--- src/rtl/lvds_idly_sched_if.sv ---
// Requester and IDELAYE3-facing signals of the IDELAY tap-update scheduler.
// The slave side is the scheduler. The master side is the lane engines plus the delay primitives.
interface lvds_idly_sched_if #(
    parameter int LANES    = 8,
    parameter int TAP_BITS = 9
);
    logic [LANES-1:0]          req;
    logic [TAP_BITS*LANES-1:0] req_tap;
    logic [LANES-1:0]          ack;
    logic [LANES-1:0]          err;
    logic [LANES-1:0]          idly_en_vtc;
    logic [LANES-1:0]          idly_load;
    logic [TAP_BITS*LANES-1:0] idly_cntvaluein;
    logic [TAP_BITS*LANES-1:0] idly_cntvalueout;

    modport master (
        output req, req_tap, idly_cntvalueout,
        input  ack, err, idly_en_vtc, idly_load, idly_cntvaluein
    );

    modport slave (
        input  req, req_tap, idly_cntvalueout,
        output ack, err, idly_en_vtc, idly_load, idly_cntvaluein
    );
endinterface

--- src/rtl/lvds_idly_sched.sv ---
// Serialised, round-robin IDELAYE3 tap updater that follows the EN_VTC/LOAD/readback sequence.
// All outputs are registered. Each output reflects the state of the FSM in the same cycle.
module lvds_idly_sched #(
    parameter int LANES    = 8,
    parameter int TAP_BITS = 9,
    parameter int VTC_WAIT = 16,
    parameter int SETTLE   = 8
) (
    input  logic             idlyctrl_clk,
    input  logic             reset,
    input  logic             idlyctrl_rdy,
    output logic             ready,
    output logic             busy,
    lvds_idly_sched_if.slave bus
);
    localparam int LW   = (LANES > 1) ? $clog2(LANES) : 1;
    localparam int CMAX = (VTC_WAIT > SETTLE) ? VTC_WAIT : SETTLE;
    localparam int CW   = $clog2(CMAX + 1);

    typedef enum logic [2:0] {
        S_WAIT_RDY, S_IDLE, S_VTC_OFF, S_LOAD, S_SETTLE, S_VERIFY, S_VTC_ON
    } state_t;

    state_t                    state, state_nxt;
    logic                      rdy_meta, rdy_sync;
    logic [LANES-1:0]          pending, pending_nxt;
    logic [TAP_BITS-1:0]       tap [LANES];
    logic [TAP_BITS-1:0]       tap_nxt [LANES];
    logic [TAP_BITS-1:0]       work;
    logic [TAP_BITS-1:0]       readback;
    logic [LW-1:0]             ptr, grant_lane, lane_nxt;
    logic                      grant_found, grant, abort, busy_nxt;
    logic [CW-1:0]             cnt;
    logic [LANES-1:0]          en_vtc_q, load_q, ack_q, err_q;
    logic [LANES-1:0]          en_vtc_nxt, load_nxt, ack_nxt, err_nxt;
    logic [TAP_BITS*LANES-1:0] cntvaluein_q;

    assign readback             = bus.idly_cntvalueout[int'(ptr)*TAP_BITS +: TAP_BITS];
    assign bus.idly_en_vtc      = en_vtc_q;
    assign bus.idly_load        = load_q;
    assign bus.ack              = ack_q;
    assign bus.err              = err_q;
    assign bus.idly_cntvaluein  = cntvaluein_q;

    always_ff @(posedge idlyctrl_clk or posedge reset) begin
        if (reset) begin
            rdy_meta <= 1'b0;
            rdy_sync <= 1'b0;
        end else begin
            rdy_meta <= idlyctrl_rdy;
            rdy_sync <= rdy_meta;
        end
    end

    // The search starts at the lane after the last grant, so every lane gets a turn.
    always_comb begin
        grant_found = 1'b0;
        grant_lane  = ptr;
        for (int i = 1; i <= LANES; i++) begin
            if (!grant_found && pending[(int'(ptr) + i) % LANES]) begin
                grant_found = 1'b1;
                grant_lane  = LW'((int'(ptr) + i) % LANES);
            end
        end
    end

    always_comb begin
        state_nxt = state;
        grant     = 1'b0;
        abort     = 1'b0;
        case (state)
            S_WAIT_RDY: if (rdy_sync) state_nxt = S_IDLE;
            S_IDLE: begin
                if (!rdy_sync) begin
                    state_nxt = S_WAIT_RDY;
                end else if (grant_found) begin
                    grant     = 1'b1;
                    state_nxt = S_VTC_OFF;
                end
            end
            S_VTC_OFF: if (cnt == CW'(VTC_WAIT - 1)) state_nxt = S_LOAD;
            S_LOAD:    state_nxt = S_SETTLE;
            S_SETTLE:  if (cnt == CW'(SETTLE - 1)) state_nxt = S_VERIFY;
            S_VERIFY:  state_nxt = S_VTC_ON;
            S_VTC_ON:  state_nxt = rdy_sync ? S_IDLE : S_WAIT_RDY;
            default:   state_nxt = S_WAIT_RDY;
        endcase
        // Losing RDY mid-update abandons it and requeues the lane. The ack in VTC_ON has already gone out.
        if (!rdy_sync && (state inside {S_VTC_OFF, S_LOAD, S_SETTLE, S_VERIFY})) begin
            abort     = 1'b1;
            state_nxt = S_WAIT_RDY;
        end
    end

    always_comb begin
        lane_nxt   = grant ? grant_lane : ptr;
        busy_nxt   = state_nxt inside {S_VTC_OFF, S_LOAD, S_SETTLE, S_VERIFY};
        en_vtc_nxt = '1;
        load_nxt   = '0;
        ack_nxt    = '0;
        err_nxt    = '0;
        if (busy_nxt) en_vtc_nxt[lane_nxt] = 1'b0;
        if (state_nxt == S_LOAD) load_nxt[ptr] = 1'b1;
        if (state == S_VERIFY && state_nxt == S_VTC_ON) begin
            ack_nxt[ptr] = 1'b1;
            err_nxt[ptr] = (readback != work);
        end
    end

    // A fresh request always wins. An abort restores the working tap only if no newer tap is queued.
    always_comb begin
        pending_nxt = pending;
        for (int k = 0; k < LANES; k++) tap_nxt[k] = tap[k];
        if (grant) pending_nxt[grant_lane] = 1'b0;
        if (abort) begin
            if (!pending[ptr]) tap_nxt[ptr] = work;
            pending_nxt[ptr] = 1'b1;
        end
        for (int k = 0; k < LANES; k++) begin
            if (bus.req[k]) begin
                pending_nxt[k] = 1'b1;
                tap_nxt[k]     = bus.req_tap[k*TAP_BITS +: TAP_BITS];
            end
        end
    end

    always_ff @(posedge idlyctrl_clk or posedge reset) begin
        if (reset) begin
            state        <= S_WAIT_RDY;
            pending      <= '0;
            for (int k = 0; k < LANES; k++) tap[k] <= '0;
            work         <= '0;
            ptr          <= LW'(LANES - 1);
            cnt          <= '0;
            en_vtc_q     <= '1;
            load_q       <= '0;
            ack_q        <= '0;
            err_q        <= '0;
            cntvaluein_q <= '0;
            busy         <= 1'b0;
            ready        <= 1'b0;
        end else begin
            state   <= state_nxt;
            pending <= pending_nxt;
            for (int k = 0; k < LANES; k++) tap[k] <= tap_nxt[k];
            if (grant) begin
                ptr  <= grant_lane;
                work <= tap[grant_lane];
            end
            if (state_nxt != state) cnt <= '0;
            else                    cnt <= cnt + 1'b1;
            if (state_nxt == S_LOAD) cntvaluein_q[int'(ptr)*TAP_BITS +: TAP_BITS] <= work;
            en_vtc_q <= en_vtc_nxt;
            load_q   <= load_nxt;
            ack_q    <= ack_nxt;
            err_q    <= err_nxt;
            busy     <= busy_nxt;
            ready    <= (state_nxt != S_WAIT_RDY);
        end
    end
endmodule

--- src/flat_wrapper.sv ---
// flat-port wrapper written by rule: the top's interface ports become plain ports
module lvds_idly_sched_flat 
#(
    parameter int LANES    = 8,
    parameter int TAP_BITS = 9,
    parameter int VTC_WAIT = 16,
    parameter int SETTLE   = 8
)
  (idlyctrl_clk, reset, idlyctrl_rdy, ready, busy, bus_req, bus_req_tap, bus_idly_cntvalueout, bus_ack, bus_err, bus_idly_en_vtc, bus_idly_load, bus_idly_cntvaluein);
  lvds_idly_sched_if #(.LANES(LANES), .TAP_BITS(TAP_BITS)) bus_i ();
  input  logic idlyctrl_clk;
  input  logic reset;
  input  logic idlyctrl_rdy;
  output logic ready;
  output logic busy;
  input wire logic [$bits(bus_i.req)-1:0] bus_req;
  input wire logic [$bits(bus_i.req_tap)-1:0] bus_req_tap;
  input wire logic [$bits(bus_i.idly_cntvalueout)-1:0] bus_idly_cntvalueout;
  output wire logic [$bits(bus_i.ack)-1:0] bus_ack;
  output wire logic [$bits(bus_i.err)-1:0] bus_err;
  output wire logic [$bits(bus_i.idly_en_vtc)-1:0] bus_idly_en_vtc;
  output wire logic [$bits(bus_i.idly_load)-1:0] bus_idly_load;
  output wire logic [$bits(bus_i.idly_cntvaluein)-1:0] bus_idly_cntvaluein;
  assign bus_i.req = bus_req;
  assign bus_i.req_tap = bus_req_tap;
  assign bus_i.idly_cntvalueout = bus_idly_cntvalueout;
  assign bus_ack = bus_i.ack;
  assign bus_err = bus_i.err;
  assign bus_idly_en_vtc = bus_i.idly_en_vtc;
  assign bus_idly_load = bus_i.idly_load;
  assign bus_idly_cntvaluein = bus_i.idly_cntvaluein;
  lvds_idly_sched #(.LANES(LANES), .TAP_BITS(TAP_BITS), .VTC_WAIT(VTC_WAIT), .SETTLE(SETTLE)) u_core (.idlyctrl_clk(idlyctrl_clk), .reset(reset), .idlyctrl_rdy(idlyctrl_rdy), .ready(ready), .busy(busy), .bus(bus_i));
endmodule
--- config.mk ---
export PLATFORM = sky130hd
export DESIGN_NAME = lvds_idly_sched_flat
export DESIGN_NICKNAME = d
export VERILOG_FILES = /design/src/rtl/lvds_idly_sched_if.sv /design/src/rtl/lvds_idly_sched.sv /design/src/flat_wrapper.sv
export SDC_FILE = /design/constraint.sdc
export NUM_CORES = 1
export LEC_CHECK = 0
export ABC_AREA = 1
export CORE_ASPECT_RATIO = 0.5
export CORE_MARGIN = 2
export CORE_UTILIZATION = 50
export CTS_BUF_LIST = sky130_fd_sc_hd__clkbuf_8
export CTS_CLUSTER_SIZE = 16
export DETAILED_ROUTE_END_ITERATION = 8
export PLACE_DENSITY = 0.8
export RECOVER_POWER = 100
export SLEW_MARGIN = 20
export SYNTH_ARGS = -nofsm -noshare
export SYNTH_HDL_FRONTEND = slang
export SYNTH_SLANG_ARGS = --single-unit
--- constraint.sdc ---
create_clock -name idlyctrl_clk -period 10.7 [get_ports idlyctrl_clk]
set_input_delay 3.21 -clock idlyctrl_clk [delete_from_list [all_inputs] [get_ports idlyctrl_clk]]
set_output_delay 3.21 -clock idlyctrl_clk [all_outputs]
set_load 0.005 [all_outputs]
; ---- Yosys cells after proc, flatten, opt, wreduce, memory -nomap -nowiden
; Index checks and enable logic that the tools add are counted.
[totals]
inputBits = 155
register_bits = 208
output_inout_bits = 106
[classes]
reduce_logical = 49
shifts = 3
bitwise_logic = 15
magnitude_cmp = 17
n_mux = 93
addsub = 10
multipliers = 1
eq_ne = 23
[ops]
columns = op, n
row1 = $bwmux W72, 2
row2 = $mux W72, 2
row3 = $mux W9, 11
row4 = $shift A9 B33 Y72 const A, 1
row5 = $shiftx A72 B8 Y9, 1
row6 = $shiftx A9 B33 Y72, 1
row7 = $mux W8, 6
row8 = $mux W3, 15
row9 = $mux W1, 41
row10 = $lt A4 B5 Y1 const B, 8
row11 = $neg A32 Y33, 1
row12 = $bmux W1 S3, 9
row13 = $bmux W9 S3, 1
row14 = $demux W9 S3, 1
row15 = $reduce_or A3 Y1, 8
row16 = $pmux W3 S7, 1
row17 = $eq A3 B3 Y1 const B, 6
row18 = $and A8 B8 Y8, 2
row19 = $ne A2 B2 Y1 const B, 8
row20 = $not A8 Y8, 2
row21 = $reduce_and A2 Y1, 8
row22 = $reduce_bool A2 Y1, 8
row23 = $logic_and A1 B1 Y1, 13
row24 = $add A3 B3 Y3 const B, 4
row25 = 23 further kinds, 51

; ---- Logic depth before layout (Yosys ltp)
; Gate-level depths: netlist of run 1.
[depth]
depth_word = 38
depth_mapped = 29
mapped_depth_nobuf = 23

; ---- Worst setup path after synthesis of run 1
; Ideal clock, no wire load.
[synth_timing]
path_type = input -> register
startpoint = input bus_idly_cntvalueout[51]
endpoint = register u_core.err_q[0], in the netlist u_core.bus.err[0]
t_arrival_ns = 4.376
t_required_ns = 10.563
path_slack_ns = 6.187
path_stages = 8
setup_ns = 0.137
path_buffers = 0
path_cell_list = a21oi_1 a221oi_1 or2_2 xor2_1 nor2_1 nand3_1 nor2_1 nor3_1
[synth_between]
elab_chain_len = 4
[synth_lines]
columns = element, line_no
row1 = "start, declared", flat_wrapper.sv:18  ; input wire logic [$bits(bus_i.idly_cntvalueout)-1:0] bus_idly_cntvalueout;
row2 = $shiftx A72 B8 Y9, lvds_idly_sched.sv:38  ; assign readback = bus.idly_cntvalueout[int'(ptr)*TAP_BITS +: TAP_BITS];
row3 = $ne A9 B9 Y1, lvds_idly_sched.sv:106  ; err_nxt[ptr] = (readback != work);
row4 = $and A8 B8 Y8 (no source line), n/a
row5 = $mux W8, lvds_idly_sched.sv:104  ; if (state == S_VERIFY && state_nxt == S_VTC_ON) begin
row6 = net u_core.err_nxt[0], lvds_idly_sched.sv:35  ; logic [LANES-1:0] en_vtc_nxt, load_nxt, ack_nxt, err_nxt;
row7 = "end signal, assigned", lvds_idly_sched.sv:156  ; err_q <= err_nxt;
row8 = "end, declared", lvds_idly_sched.sv:34  ; logic [LANES-1:0] en_vtc_q, load_q, ack_q, err_q;
; The timed path passes the listed nets, and every way through them passes these cells.
; A chain may end at the register's enable or synchronous reset.

; ---- Worst setup path after layout of run 1
[layout_timing]
startpoint = register u_core.ptr[1]
endpoint = register u_core.en_vtc_q[3], in the netlist u_core.bus.idly_en_vtc[3]
[layout_between]
elab_chain_len = 36
[layout_lines]
columns = element, line_no
row1 = "start, declared", lvds_idly_sched.sv:31  ; logic [LW-1:0] ptr, grant_lane, lane_nxt;
row2 = "start signal, assigned", lvds_idly_sched.sv:133  ; ptr <= LW'(LANES - 1);
row3 = "start signal, assigned", lvds_idly_sched.sv:147  ; ptr <= grant_lane;
row4 = $add A3 B1 Y3, lvds_idly_sched.sv:60  ; if (!grant_found && pending[(int'(ptr) + i) % LANES]) begin
row5 = $bmux W1 S3, lvds_idly_sched.sv:60
row6 = $mux W1 (implied by the code) (2 in series), lvds_idly_sched.sv:60
row7 = $mux W1, lvds_idly_sched.sv:60
row8 = $logic_not A1 Y1, lvds_idly_sched.sv:60
row9 = $logic_and A1 B1 Y1, lvds_idly_sched.sv:60
row10 = $mux W1, lvds_idly_sched.sv:60
row11 = $logic_not A1 Y1, lvds_idly_sched.sv:60
row12 = [21 not listed], n/a
row13 = net u_core.lane_nxt[0], lvds_idly_sched.sv:31
row14 = $lt A3 B4 Y1 (implied by the code) / $ge A3 B1 Y1 (equally long branches), lvds_idly_sched.sv:102  ; if (busy_nxt) en_vtc_nxt[lane_nxt] = 1'b0;
row15 = $logic_and A1 B1 Y1 (implied by the code), lvds_idly_sched.sv:102
row16 = $mux W1 (implied by the code), lvds_idly_sched.sv:102
row17 = $demux W1 S3 (*), n/a
row18 = $not A8 Y8 (no source line) (*), n/a
row19 = $mux W8 (*), lvds_idly_sched.sv:102
row20 = net u_core.en_vtc_nxt[3], lvds_idly_sched.sv:35
row21 = "end signal, assigned", lvds_idly_sched.sv:153  ; en_vtc_q <= en_vtc_nxt;
row22 = "end, declared", lvds_idly_sched.sv:34
; Mark *: on every way through the listed nets, which the timed path passes. The rest lies on a longest branch. The select of a mux whose other input is x is not followed.

==> results by group, run 1 <==
Run status
  • Outcome: finished with violations
  • Failing checks: max-capacitance violations, max-slew violations

Global route
  • Vias in the first global route: 10650
  • GRT Total Usage: 31.59%
  • Largest net degree at the start of global routing: 137
  • Initial antenna violation count: 0
  • Total grt overflow: 0
  • First-pass GRT wire length: 57.90 mm

Power
  • Clock power frac: ~18%
  • Power per cell area: 268.6 mW/mm^2
  • Leak: 6.832 nW
  • P_sw: 1.912 mW
  • Pint: 1.925 mW
  • Peak VDD IR: ~0.00019 V
  • Sw frac: 49.83%
  • Combinational power share: 54.0%
  • Power consumption: around 3.8 mW
  • Seq pwr share: 27.6%

Setup path
  • Worst Setup Path Type: reg2reg
  • Worst r2r dst: u_core.bus.idly_en_vtc[3]
  • Critical path launch point type: flip-flop
  • CP max FO: 38
  • CP Launch Point: u_core.ptr[1]
  • Req. time, crit path: 11.19 ns
  • Flop2flop setup slack: around 3.0 ns
  • Worst EP arrival: 8.18 ns
  • Worst Reg2Reg Path Length in Cells: 17
  • RR Startpoint: u_core.ptr[1]
  • Critical Path End Type: flip-flop

STA
  • Fmax: 0.1301 GHz
  • Clk_skew: 0.02961 ns
  • Crit path time final: 7.684 ns
  • Fin. max-slew vios: roughly 210
  • RSZ-0062 raised after global routing: false
  • Final Hold Fails: 0
  • Final setup TNS: 0 ns
  • Fin crit share: 71.82%
  • Final setup viols: 0
  • Worst-Margin Slew: 2.114 ns
  • Worst slew margin: -42.44%

Detailed routing
  • DRT Pass-1 Iters: 6
  • DRT Wirelength: 37.93 mm
  • Via density: 5.537
  • Routed Antenna Nets: 0
  • DRC Markers: 0
  • Initial drt markers: about 1200
  • Wire length per cell: 18.53 microns
  • Routed vias: ~11000

Synthesis
  • Mapped Avg Cell Area: approximately 7.4 sq um
  • Yosys warnings: 0
  • Synth Cell Area: 0.01125 sq mm
  • Sequential fraction of the synthesis area: 46.38%
  • Yosys reg bits: 208
  • FFs w/ async S/R, synth: 100.0%
  • EDFF count, synth: 0
  • Mapped Cells: between 1500 and 2000
  • Top FF cell, synth: dfrtp_1
  • Post-synthesis cell type count: 41
  • Syn_nets: 1677

Clock tree
  • Setup Buffers After CTS: 0
  • H-tree levels: 1
  • Cts hold-fix bufs: 0
  • CTS tree: done
  • Reg clk slew, reported paths: 0.07 ns
  • Clock latency at the later pin of the worst-skew pair: 0.61 ns
  • CTS sink count: about 210
  • # resized after CTS: 0
  • Root Driver: clkbuf_8
  • Max Buffers Root-to-Sink: 3
  • CTS buffer count: 31

Layout
  • Finished Core Util: 65.33%
  • Multi-input gate area: between 0.005 and 0.006 sq mm
  • Ant. Diodes: 0
  • Register area: between 0.005 and 0.006 sq mm
  • Share of layout cells above drive strength 1: 4.350%
  • Most common cell after layout, fill and taps aside: nand2_1
  • NumNets Final: approximately 1900
  • Area Overhead vs Synth: 26.96%
  • Most frequent cells in the layout: nand2_1 (445), nor2_1 (224), dfrtp_1 (197)
  • Layout fillers: 1951

Min path
  • Hold Path Origin: u_core.rdy_meta
  • Worst hold path class: reg2reg
  • Hold path depth: 0
  • Hold path endpoint: u_core.rdy_sync

Floorplanning
  • Row cnt: 38
  • Die Y-Extent: 110.1 microns
  • # IOs: 261
  • Die area: 0.02380 sq mm
  • Placeable Area: about 0.022 sq mm
  • Die Wd: 216.2 microns
  • Initial Utilization: between 50% and 60%

Place
  • Port buffer count: 260
  • Post-DP HPWL: between 20 and 30 mm
  • Final Wtd Congestion: 0.9264

Run
  • Max_cap viols: 10
-- cell usage after synthesis (10+ instances only) --
master      n  area share (%)
a31oi_1    10            0.56
ha_1       11             1.2
o21ai_1    28             1.2
nor2_1    221             7.4
nand3_1   117             5.2
dfstp_2    11             2.6
buf_2      12            0.53
clkbuf_1   59             2.0
inv_1      75             2.5
o21ai_0    44             2.0
o21ai_2    38             3.0
nand2_1   438              15
a21oi_1   135             6.0
dfrtp_1   197              44
nor3_1     33             1.5
-- power groups by stage --
stage	clock, mW	sequential, mW	combinational, mW
2_1_floorplan	0	1.01	1.54
3_3_place_gp	0	1.07	2.06
3_5_place_dp	0	1.07	2.10
4_1_cts	0.708	1.06	2.11
5_1_grt	0.744	1.07	2.33
6_report	0.704	1.06	2.07
-- critical path: stages (launching register included) --
cell and delay, ns:
dfstp_1 1.25, inv_1 0.15, ha_1 0.46, inv_1 0.86, nand3_1 0.25, nand3_1 0.20, nand2_1 0.11, nor2_1 0.30
nand4_2 0.15, nor2_1 0.26, nand2_1 0.17, nand2_1 0.87, nand2_1 1.07, nor2_1 0.48, inv_1 0.13, o21ai_0 0.21
a21boi_0 0.52, nand2_1 0.13
-- layout make-up --
cell class / instances / area share, %
Clock inverter: 14 / 0.6043
Clock buffer: 42 / 4.046
Tap cell: 300 / 2.627
Timing Repair Buffer: 266 / 18.50
Inverter: 82 / 2.207
Sequential cell: 208 / 36.53
Multi-Input combinational cell: 1135 / 35.48
-- metrics by stage --
step                      cell area [sq um]  hold slack (ns)  setup WS, ns  cells
after global placement                13870           0.3472         5.047   1991
after floorplan                       11250           0.3312         1.827   1511
after detailed placement              13880           0.3426         4.694   1991
final                                 14290           0.3430         3.016   2047
after CTS                             14540           0.3482         4.689   2047
after global routing                  14290           0.3538         2.335   2047
-- flip-flops by register name, indices dropped and copies added (netlist names), 3 cells and up --
name and cells:
u_core.bus.idly_cntvaluein 72, u_core.cnt 5, u_core.pending 8, u_core.ptr 3, u_core.bus.idly_load 8, u_core.bus.err 8, u_core.bus.ack 8, u_core.bus.idly_en_vtc 8
u_core.state 3, u_core.tap 72, u_core.work 9
-- per-layer routing --
layer | up-vias | global-route usage (%) | wire, microns
met5 | - | 0 | 0
met4 | 0 | 7.975 | 804
met3 | 62 | 6.392 | 3572
met2 | 521 | 49.27 | 16510
met1 | 5397 | 45.46 | 17040
li1 | 5355 | - | -
-- how the worst max path moves through the flow --
stage	end	slack [ns]	cells after the start
finish	u_core.bus.idly_en_vtc[3]	3.02	17
global route	u_core.bus.idly_en_vtc[3]	2.34	17
CTS	u_core.bus.idly_en_vtc[3]	4.69	17
detailed placement	u_core.bus.idly_en_vtc[3]	4.69	17
global placement	u_core.bus.idly_en_vtc[5]	5.05	17
floorplan	u_core.bus.ack[0]	1.83	1
-- cell families after synthesis --
family | after synthesis | synth area share [%]
adders and majority gates | 11 | 1.223
and+or+nand+nor | 840 | 31.18
DFF | 208 | 46.38
buffers and inverters | 168 | 6.404
xor gates and xnor gates | 7 | 0.5448
AOI/OAI and AO/OA | 277 | 14.28
No activity file was read; power rests on OpenSTA's default activity.
==> run 2: changes to the inputs <==
--- a/config.mk
+++ b/config.mk
@@ -8,11 +8,11 @@
 export ABC_AREA = 1
 export CORE_ASPECT_RATIO = 0.5
 export CORE_MARGIN = 2
-export CORE_UTILIZATION = 50
+export CORE_UTILIZATION = 47
 export CTS_BUF_LIST = sky130_fd_sc_hd__clkbuf_8
 export CTS_CLUSTER_SIZE = 16
 export DETAILED_ROUTE_END_ITERATION = 8
-export PLACE_DENSITY = 0.8
+export PLACE_DENSITY = 0.79
 export RECOVER_POWER = 100
 export SLEW_MARGIN = 20
 export SYNTH_ARGS = -nofsm -noshare
==> constraint.sdc (replaced) <==
create_clock -name idlyctrl_clk -period 6.85 [get_ports idlyctrl_clk]
set_input_delay 2.055 -clock idlyctrl_clk [delete_from_list [all_inputs] [get_ports idlyctrl_clk]]
set_output_delay 2.055 -clock idlyctrl_clk [all_outputs]
set_load 0.005 [all_outputs]
==> results by group, run 2 (synthesized netlist as in run 1, its figures left out) <==
Place
  • Port buffer count: 260
  • Post-DP HPWL: ~27 mm
  • DP Cell Count: 2002
  • Final Wtd Congestion: 0.9633

Clock tree
  • Root Driver: clkbuf_8
  • Max Buffers Root-to-Sink: 3
  • CTS buffer count: 30
  • CTS tree: done
  • # resized after CTS: 0
  • Setup Buffers After CTS: 0
  • Reg clk slew, reported paths: 0.08 ns
  • CTS sink count: 208
  • H-tree levels: 1
  • Clock latency at the later pin of the worst-skew pair: 0.61 ns
  • Cts hold-fix bufs: 0

Setup path
  • Critical path launch point type: flip-flop
  • Slowest CP cell: dfstp_1
  • CP max FO: 37
  • Cells along the critical path: inv_1 -> nand2_1 -> nand2_2 -> inv_1 -> nand2_1 -> nand2_1 -> nand4_2 -> nor2_4 -> nand3_2 -> nand2_1 -> nor2_1 -> inv_1 -> o21ai_0 -> a21oi_1 -> nand2_1
  • Req. time, crit path: between 7 and 8 ns
  • Worst Setup Path Type: reg2reg
  • Worst EP arrival: between 6 and 7 ns
  • Crit-path most repeated cell: nand2_1
  • Worst stage delay on the critical path: 1.07 ns
  • Critical Path End Type: flip-flop
  • Worst Reg2Reg Path Length in Cells: 15

Detailed routing
  • Via density: 5.452
  • DRT Pass-1 Iters: 6
  • Wire length per cell: approximately 19 microns
  • DRC Markers: 0
  • DRT Wirelength: 38.34 mm
  • Initial drt markers: 1213
  • Routed vias: 11210
  • Routed Antenna Nets: 0

Min path
  • Worst hold path class: reg2reg
  • Hold path depth: 0

STA
  • Worst-Margin Slew: 2.815 ns
  • Clk_skew: between 0.03 and 0.04 ns
  • Final setup viols: 0
  • Worst slew margin: -87.69%
  • RSZ-0062 raised after global routing: false
  • Crit path time final: about 5.6 ns
  • Final Hold Fails: 0
  • Fin crit share: 81.62%
  • Fin. max-slew vios: slightly above 300
  • Final setup TNS: 0 ns
  • Fmax: 0.1789 GHz

Run
  • Max_cap viols: 10

Layout
  • Share of layout cells above drive strength 1: about 5.1%
  • Fin cells: between 2000 and 2500
  • Most frequent cells in the layout: nand2_1 (442), nor2_1 (221), dfrtp_1 (197)
  • Most common cell after layout, fill and taps aside: nand2_1
  • NumNets Final: 1894
  • Area Overhead vs Synth: 28.31%

Power
  • Power per cell area: 427.5 mW/mm^2
  • Leak: 6.888 nW
  • Combinational power share: 53.9%
  • P_sw: approximately 3.0 mW
  • Seq pwr share: 26.5%
  • Sw frac: 49.22%
  • Clock power frac: around 20%
  • Pint: 3.134 mW
  • Peak VDD IR: 0.0002891 V
  • Power consumption: 6.172 mW

Global route
  • First-pass GRT wire length: 59.19 mm
  • Largest net degree at the start of global routing: 113
  • Initial antenna violation count: 1
  • GRT Total Usage: around 30%
  • Total grt overflow: 0
  • Vias in the first global route: 10450

Run status
  • Outcome: finished with violations
  • Failing checks: max-capacitance violations, max-slew violations

Floorplanning
  • Initial Utilization: approximately half
  • Placeable Area: roughly 0.023 sq mm
  • Row cnt: 39
  • # IOs: 261
  • Die Wd: 222.8 microns
  • Die Y-Extent: 113.4 microns
  • Die area: 0.02527 sq mm
## run 2: layout make-up
class | count | area [sq um]
diodes | 1 | 2.502
multi-input cells | 1135 | 5116
flip-flops and latches | 208 | 5219
inverters | 82 | 309.0
well taps | 307 | 384.1
clock buffers | 42 | 578.1
repair buffers | 271 | 2676
fillers | 2158 | 8740
clock inverters | 11 | 153.9
## run 2: power by group through the flow
stage	Combinational, mW	Clock, mW	Sequential [mW]
floorplan	2.41	0	1.58
global placement	3.32	0	1.65
detailed placement	3.33	0	1.65
CTS	3.35	1.22	1.63
global route	3.72	1.28	1.65
finish	3.32	1.21	1.64
## run 2: routing by layer
metal / vias up / share of wire (%) / track usage (%)
li1: 5376 / - / -
met1: 5222 / 45 / 43.68
met2: 550 / 43 / 46.21
met3: 66 / 9.3 / 6.208
met4: 0 / 2.5 / 8.188
met5: - / 0 / 0
## run 2: stage by stage
step,setup slack (ns),hold slack [ns],util [%],cell area [sq um]
floorplan,2.104,0.3312,-,11260
global placement,2.214,0.3331,60.05,13920
detailed placement,2.097,0.3479,60.08,13930
CTS,2.053,0.3513,63.24,14660
global route,0.8140,0.3525,62.29,14440
finish,1.259,0.3489,62.29,14440
## run 2: path summary, 6_finish.rpt
path | slack (ns) | to | startpoint
max | 1.26 | u_core.bus.idly_en_vtc[2] | u_core.ptr[2]
min | 0.35 | u_core.rdy_sync | u_core.rdy_meta
max reg2reg | 1.26 | u_core.bus.idly_en_vtc[2] | u_core.ptr[2]
min reg2reg | 0.35 | u_core.rdy_sync | u_core.rdy_meta
max in group asynchronous | 1.76 | u_core.rdy_meta | reset
min in group asynchronous | 1.92 | u_core.bus.idly_load[7] | reset
## run 2: worst max-delay path: cells and delay by family (launching register included)
kind | cells | cell delay (ns)
compound gates | 2 | 0.56
buf+inv | 3 | 1.13
flops | 1 | 1.07
simple gates | 10 | 2.69
